[config.mk]
export PLATFORM = sky130hd
export DESIGN_NAME = updown_mod_counter
export DESIGN_NICKNAME = d
export VERILOG_FILES = /design/src/rtl/updown_mod_counter.sv
export SDC_FILE = /design/constraint.sdc
export NUM_CORES = 1
export LEC_CHECK = 0
export CAP_MARGIN = 20
export CORE_AREA = 2 2 39 41
export CTS_CLUSTER_SIZE = 12
export DETAILED_ROUTE_END_ITERATION = 8
export DIE_AREA = 0 0 41 43
export GPL_TIMING_DRIVEN = 0
export PLACE_DENSITY = 0.68
export SLEW_MARGIN = 20
export SYNTH_ARGS = -nofsm -noshare
export SYNTH_HDL_FRONTEND = slang
export SYNTH_SLANG_ARGS = --single-unit
export TNS_END_PERCENT = 5
[constraint.sdc]
create_clock -name clk -period 3.45 [get_ports clk]
set_input_delay 0.69 -clock clk [delete_from_list [all_inputs] [get_ports clk]]
set_output_delay 0.69 -clock clk [all_outputs]
set_load 0.02 [all_outputs]
[src/rtl/updown_mod_counter.sv]
// Synchronous loadable up/down modulo-MODULUS counter with IDLE/RUN/DONE control and a registered terminal-count pulse.
// Define UPDOWN_GRAY_OUT_EN to add a registered Gray-coded copy of the count on port q_gray.
module updown_mod_counter #(
  parameter int WIDTH   = 4,
  parameter int MODULUS = 10
) (
  input  logic             clk,
  input  logic             rst,
  input  logic             en,
  input  logic             up,
  input  logic             load,
  input  logic [WIDTH-1:0] din,
  input  logic             oneshot,
  input  logic             start,
  output logic [WIDTH-1:0] q,
`ifdef UPDOWN_GRAY_OUT_EN
  output logic [WIDTH-1:0] q_gray,
`endif
  output logic             tc,
  output logic             busy,
  output logic             done
);

  typedef enum logic [1:0] {
    IDLE = 2'd0,
    RUN  = 2'd1,
    DONE = 2'd2
  } state_t;

  // MODULUS may equal 2**WIDTH, so the saturation compare needs one extra bit.
  localparam logic [WIDTH-1:0] MAX_Q   = WIDTH'(MODULUS - 1);
  localparam logic [WIDTH:0]   MOD_EXT = (WIDTH + 1)'(MODULUS);

  state_t           state_q, state_d;
  logic [WIDTH-1:0] q_q, q_d;
  logic             tc_q, tc_d;
  logic [WIDTH-1:0] term_val;
  logic [WIDTH-1:0] din_sat;

  assign term_val = up ? MAX_Q : '0;
  assign din_sat  = ({1'b0, din} >= MOD_EXT) ? MAX_Q : din;

  // NOTE: every signal gets a default before the branches so no path leaves it unassigned (no latch).
  always_comb begin
    state_d = state_q;
    q_d     = q_q;
    tc_d    = 1'b0;
    if (load) begin
      q_d     = din_sat;
      state_d = IDLE;
    end else if (start && state_q != RUN) begin
      state_d = RUN;
      if (state_q == DONE) q_d = up ? '0 : MAX_Q;
    end else if (state_q == RUN && en) begin
      if (q_q == term_val) begin
        tc_d = 1'b1;
        if (oneshot) state_d = DONE;
        else         q_d     = up ? '0 : MAX_Q;
      end else begin
        q_d = up ? q_q + WIDTH'(1) : q_q - WIDTH'(1);
      end
    end
  end

  // NOTE: sequential state uses non-blocking assignments so all registers update from pre-edge values.
  always_ff @(posedge clk or negedge rst) begin
    if (!rst) begin
      state_q <= IDLE;
      q_q     <= '0;
      tc_q    <= 1'b0;
    end else begin
      state_q <= state_d;
      q_q     <= q_d;
      tc_q    <= tc_d;
    end
  end

`ifdef UPDOWN_GRAY_OUT_EN
  // Encoded from the next count so q and q_gray always describe the same value.
  logic [WIDTH-1:0] gray_q;
  always_ff @(posedge clk or negedge rst) begin
    if (!rst) gray_q <= '0;
    else      gray_q <= (q_d >> 1) ^ q_d;
  end
  assign q_gray = gray_q;
`endif

  assign q    = q_q;
  assign tc   = tc_q;
  assign busy = (state_q == RUN);
  assign done = (state_q == DONE);

endmodule

# == Yosys cells after proc, flatten, opt, wreduce, memory -nomap -nowiden ==
# Cells that the tools add are included.
# totals
word_cells,38
in_bits,11
register_bits,7
output_inout_bits,7
# classes
n_eq_ne,6
reduce_logical,7
order_cmp,1
muxes,19
n_addsub,2
# op_table
cell,n
two-way mux 4 bit,10
two-way mux 2 bit,5
nonzero test 3 bit,3
AND reduction 3 bit,2
adder 4 x 1 -> 4 bit (second input constant),1
equality test 4 bit,1
greater-or-equal comparator 4 bit (second input constant),1
two-way mux 1 bit,4
!= test 4 bit (second input constant),1
subtractor 4 x 1 -> 4 bit (second input constant),1
!= test 3 bit (second input constant),1
equality test 2 x 1 -> 1 bit (second input constant),1
equality test 2 bit (second input constant),1
logical AND 1 bit,2
!= test 2 x 1 -> 1 bit (second input constant),1

# == Longest topological paths before layout ==
# Gate-level depths: netlist (run 1).
# logic_depth
word_depth,6
mapped_depth,7

# == Worst setup path after synthesis (run 1) ==
# Ideal clock, no wire load.
# synth_timing
path_type,input to register
start,input port up
end,"register q_q[3], in the netlist q[3]"
path_slack_ns,1.392
setup_time_ns,0.137
t_required_ns,3.313
t_arrival_ns,1.921
cell_stages,7
cell_sequence,inv_1 ha_1 a21o_2 a21oi_1 xnor2_1 a2111oi_0 nor4_1
# synth_via
elab_chain_cells,6
elab_cells_between_ends,12
# synth_rtl
element,line,text
from (decl),10,"input logic up,"
"two-way mux 4 bit, on equally long branches","40, 53, 58",
equality test 4 bit or two-way mux 4 bit (tied branches),"55, 57",
two-way mux 4 bit,55,if (q_q == term_val) begin
two-way mux 4 bit,54,end else if (state_q == RUN && en) begin
two-way mux 4 bit,51,end else if (start && state_q != RUN) begin
two-way mux 4 bit,48,if (load) begin
to (signal assigned),73,q_q <= q_d;
to (decl),35,"logic [WIDTH-1:0] q_q, q_d;"
# Several ways; a longest one is shown, not always the timed one. The select of a mux whose other input is x is not followed.
# A chain may end at the register's enable or synchronous reset.

# == Final worst setup path (run 1) ==
# Same ends and word-level chain as after synthesis.

==> metrics, run 1 <==
status complete, no violations; CTS tree built; max_slew headroom 74.5%; Worst EP required 3.56 ns; Max Slew Vio Count 0; IO Pins 18; Total Routing Usage GR 19.6%; final worst path period share 74.7%; Yosys Warn Count 0; Iter 0 DRT Violations 8; initial antenna violation count 0; Num CTS Buffers 3; NumNets Final 93; chip width 41 um; H-tree depth 1; first-pass GRT wire length 2260 um; mux cell area share after synthesis 0%; deepest clock path buffer count 2; Yosys top cell area share 34.1%; CP Capture Type flop; wire length per cell 13.4 um; Final setup viols 0; top cells by area, synth dfrtp_1 (34%), ha_1 (4.9%), o21ai_0 (4.9%); setup TNS 0 ns; slowest cell on the critical path clkdlybuf4s50_1; antenna cells 0; row count 14; Post-synth EDFFs 0; Worst Setup Start Kind input pin; Placement Cell Area 704 sq um; Core Area 1380 sq um; Clock transition at path regs 0.05 ns; CP bufs+invs 2; adder-cell share of the synthesized area 8.76%; Worst Path Max Fanout 5; Hold Path Class reg -> reg; Pleak 0.302 nW; final worst slack 0.874 ns; worst slew pin tran 0.373 ns; worst skew pair latency 0.25 ns; Root Driver clkbuf_4; maximum VDD drop 0.235 mV; # clock sinks 7; antenna-violating nets left 0; DR vias/cell 5.34; Cell variety after synth 32; Final Hold Fails 0; port buffer count 17; CP arrival 2.69 ns; pre-CTS setup slack 0.600 ns; fmax 0.388 GHz; largest family of logic cells by synthesized area simple AND/OR/NAND/NOR gates; crit-path cells clkdlybuf4s50_1 > inv_1 > ha_1 > a21o_2 > a21oi_1 > xnor2_1 > a2111oi_0 > nor4_1; compound-cell area share of the yosys netlist 22.9%; register bit total from synthesis 7; DRC viols 0; GRT overflow 0; fin area 731 sq um; setup repair bufs after CTS 0; Final min period 2.58 ns; largest net degree at the start of global routing 11; vias in the first global route 534; MaxCap Viol Count 0; Crit path largest cell delay 0.55 ns; Post-Synth XOR/XNOR Area 3.41%; Final Skew 0.00487 ns; Routed WL 1260 um; CTS resizes 0; family with the most delay on the worst path compound AO/OA/AOI/OAI gates; Initial Util 37.2%; Synth area leader dfrtp_1; ys async rst share 100%; Post-Synth Simple-Gate Area 26.5%; syn_nets 71; cell count after synthesis 57; CTS Hold Bufs 0; layout cell share with drive strength beyond 1 10.3%; RSZ-0062 raised after global routing false; HPWL Detailed 1000 um; routability cong. 0.714; critical path type in -> reg; P&R area growth vs syn 42.1%; Avg Synthesized Cell Area 9.02 sq um; DR pass1 iterations 4; top_reg_cell synth dfrtp_1; via count 502; Die Height 43 um; Synth Cell Area 514 sq um; sequential area share after synthesis 34.1%; Fin Hold WS 0.585 ns; Die Footprint 1760 sq um; Power per Cell Area 358 nW/um^2
## worst register-to-register path, delay by kind of cell (launching register included)
family	cells	cell delay, ns
simple gates	3	0.64
flops	1	0.46
compound gates	2	0.75
## per-stage QoR
step           utilization (%)  power [mW]  instances
2_1_floorplan                -       0.150         57
5_1_grt                   52.8       0.284         94
3_5_place_dp              50.9       0.191         90
6_report                  52.8       0.262         94
4_1_cts                   52.8       0.265         94
3_3_place_gp              50.9       0.188         90
## state kept, by name (all words and copies together), names as in the netlist
register,flops
q,4
state_q,2
tc,1
## per-layer routing
metal / GRT usage [%] / wire length (um) / part of all wire [%]
met1: 25.2 / 549 / 43
met2: 29.1 / 620 / 49
met3: 7.85 / 84 / 6.7
met4: 6.00 / 8 / 0.63
met5: 0 / 0 / 0
## layout by cell type, fill, tap and decap left out, drive strengths merged, types with 2 or more instances in the layout
cell and count:
a211oi 2, clkbuf 5, ha 2, inv 5
nand2 2, a21oi 3, nor2b 2, dfrtp 7
nor3b 2, nand3 3, o21ai 5, nor2 4
clkdlybuf4s50 17, a22oi 2
## path summary, 6_finish.rpt
check                           startpoint          to  slack [ns]  depth (start not counted)
min in group asynchronous              rst  state_q[0]        0.69                          1
worst max register to register        q[0]        q[3]        1.45                          5
worst min register to register  state_q[1]  state_q[1]        0.58                          2
worst max-delay path                    up        q[3]        0.87                          8
max in group asynchronous              rst        q[3]        2.53                          1
worst min-delay path            state_q[1]  state_q[1]        0.58                          2
## Yosys cell counts, types with 2 or more instances
| cell | number |
|---|---|
| inv_1 | 5 |
| nor2b_1 | 2 |
| nand3_1 | 3 |
| ha_1 | 2 |
| o21ai_0 | 5 |
| dfrtp_1 | 7 |
| a22oi_1 | 2 |
| nor3b_1 | 2 |
| nor2_1 | 4 |
| a21oi_1 | 3 |
## cell families after synthesis
kind of cell / Yosys count
and+or+nand+nor: 22
DFF: 7
AOI/OAI and AO/OA: 17
adders and majority gates: 3
buffers and inverters: 6
xor gates and xnor gates: 2
## power breakdown
group	internal, mW	switching, mW
clock	0.0441	0.0295
sequential	0.0890	0.0128
combinational	0.0451	0.0412
total	0.178	0.0835
## final cells by class
| class | instances | area [sq um] |
|---|---|---|
| tap | 16 | 20.0 |
| multi-input combinational | 44 | 317 |
| fill | 144 | 653 |
| inverter | 5 | 18.8 |
| buffer | 1 | 3.75 |
| timing repair buffer | 17 | 170 |
| clock buffer | 4 | 26.3 |
| sequential | 7 | 175 |
(Power assumes the default switching activity.)
==> inputs of run 2 (changes only) <==
Clock period 3.45 ns to 2.4 ns, I/O delays scaled along.
==> metrics, run 2 (synthesis results as in run 1) <==
# placed instances 90 (unchanged); Power Internal 256 uW (was 178 uW); Core Area 1380 sq um (unchanged); Worst Setup Start Kind input pin (unchanged); routability cong. 0.714 (unchanged); DR pass1 iterations 4 (unchanged); Clock transition at path regs 0.05 ns (about the same); Tot Pwr 380 uW (was 262 uW); Die Footprint 1760 sq um (unchanged); first-pass GRT wire length 2260 um (unchanged); Crit path largest cell delay 0.47 ns (was 0.55 ns); NumNets Final 93 (unchanged); final worst slack 0.196 ns (was 0.874 ns); wire length per cell 13.9 um (was 13.4 um); Root Driver clkbuf_4 (unchanged); Initial Util 37.2% (unchanged); Fin Hold WS 0.480 ns (was 0.585 ns); critical path type in -> reg (unchanged); worst slew pin tran 0.382 ns (was 0.373 ns); final worst path period share 91.8%; maximum VDD drop 0.338 mV (was 0.235 mV); Hold Path Class in -> async (was reg -> reg); Num CTS Buffers 3 (unchanged); setup repair bufs after CTS 0 (unchanged); chip width 41 um (unchanged); combinational share of power 33.7% (was 33.0%); Final min period 2.20 ns; Worst Path Max Fanout 6 (was 5); HPWL Detailed 1000 um (unchanged); status complete, no violations (unchanged); layout cell share with drive strength beyond 1 12.8% (was 10.3%); max_slew headroom 74.5% (about the same); fmax 0.454 GHz; slowest cell on the critical path clkdlybuf4s50_1 (unchanged); Final Hold Fails 0 (unchanged); MaxCap Viol Count 0 (unchanged); fin util 53.4% (was 52.8%); RSZ-0062 raised after global routing false (unchanged); Power per Cell Area 514 nW/um^2 (was 358 nW/um^2); initial antenna violation count 0 (unchanged); commonest non-fill, non-tap cell in the layout clkdlybuf4s50_1 (unchanged); DR vias/cell 5.33 (was 5.34); fin area 739 sq um (was 731 sq um); CP arrival 2.34 ns (was 2.69 ns); Pleak 0.310 nW (was 0.302 nW); Seq pwr share 38.5% (was 38.9%); CTS tree built (unchanged); Placement Cell Area 704 sq um (unchanged); Sw Share 32.5% (was 31.9%); switching power 124 uW (was 83.5 uW); Iter 0 DRT Violations 6 (was 8); # clock sinks 7 (unchanged); antenna cells 0 (unchanged); Final setup viols 0 (unchanged); IO Pins 18 (unchanged); P&R area growth vs syn 43.8% (was 42.1%); largest net degree at the start of global routing 11 (unchanged); Worst EP required 2.54 ns (was 3.56 ns); CP Capture Type flop (unchanged); H-tree depth 1 (unchanged); Cell Count, Final, Fillers Out 94 (unchanged); Clock power frac 27.8% (was 28.1%); CTS Hold Bufs 0 (unchanged); DRC viols 0 (unchanged); Routed WL 1300 um (was 1260 um); Final Skew 0.00488 ns (was 0.00487 ns); setup TNS 0 ns (unchanged); commonest cells after routing, fill and taps aside clkdlybuf4s50_1 (16), dfrtp_1 (7), o21ai_0 (5) (was clkdlybuf4s50_1 (17), dfrtp_1 (7), inv_1 (5), o21ai_0 (5), nor2_1 (4)); max reg flops 4 (unchanged); antenna-violating nets left 0 (unchanged); pre-CTS setup slack -0.240 ns (was 0.600 ns); Total Routing Usage GR 19.6% (unchanged); GRT overflow 0 (unchanged); deepest clock path buffer count 2 (unchanged); row count 14 (unchanged); via count 501 (was 502); port buffer count 17 (unchanged); Die Height 43 um (unchanged); worst skew pair latency 0.25 ns (about the same); vias in the first global route 534 (unchanged); crit-path cells clkdlybuf4s50_1 > or3b_2 > a221o_1 > nand2_2 > and4b_1 > nor4_1 (was clkdlybuf4s50_1 > inv_1 > ha_1 > a21o_2 > a21oi_1 > xnor2_1 > a2111oi_0 > nor4_1); Max Slew Vio Count 0 (unchanged)
## run 2: timing repair
action                                  4_1_cts  5_1_grt
hold endpoints to repair                      0        0
endpoints found under the setup margin        0        1
gates resized for setup                       0        4
## run 2: critical path: cells and delay by family
kind | cells | cell delay [ns]
AO/OA/AOI/OAI | 1 | 0.31
buffers and inverters | 1 | 0.47
AND/OR/NAND/NOR | 4 | 1.08
## run 2: worst paths after layout
check | from | to | slack, ns | cells after the start
worst max-delay path | oneshot | q[3] | 0.20 | 6
worst min-delay path | rst | state_q[0] | 0.48 | 1
worst max register to register | q[1] | q[3] | 0.39 | 5
worst min register to register | state_q[1] | state_q[1] | 0.59 | 2
max in group asynchronous | rst | q[3] | 1.69 | 1
min in group clk | state_q[1] | state_q[1] | 0.59 | 2
## run 2: cell type report
type                            instances  area, sq um
Sequential cell                         7          175
Multi-Input combinational cell         44          323
Inverter                                5         18.8
Fill cell                             143          644
Timing Repair Buffer                   17          173
Clock buffer                            4         26.3
Buffer                                  1         3.75
Tap cell                               16         20.0
## run 2: power groups by stage
stage          Sequential [mW]  Clock [mW]  Combinational (mW)
2_1_floorplan            0.153           0              0.0621
4_1_cts                  0.147       0.109               0.125
3_5_place_dp             0.149           0               0.125
5_1_grt                  0.149       0.120               0.143
3_3_place_gp             0.148           0               0.123
6_report                 0.146       0.106               0.128
## run 2: per-layer routing
metal / wire [um] / global-route usage [%] / vias up / part of all wire, %
met2: 661 / 29.1 / 15 / 51
met1: 553 / 25.2 / 232 / 42
met3: 78 / 7.85 / 2 / 6.0
met4: 8 / 6.00 / 0 / 0.61
met5: 0 / 0 / - / 0
li1: - / - / 252 / -
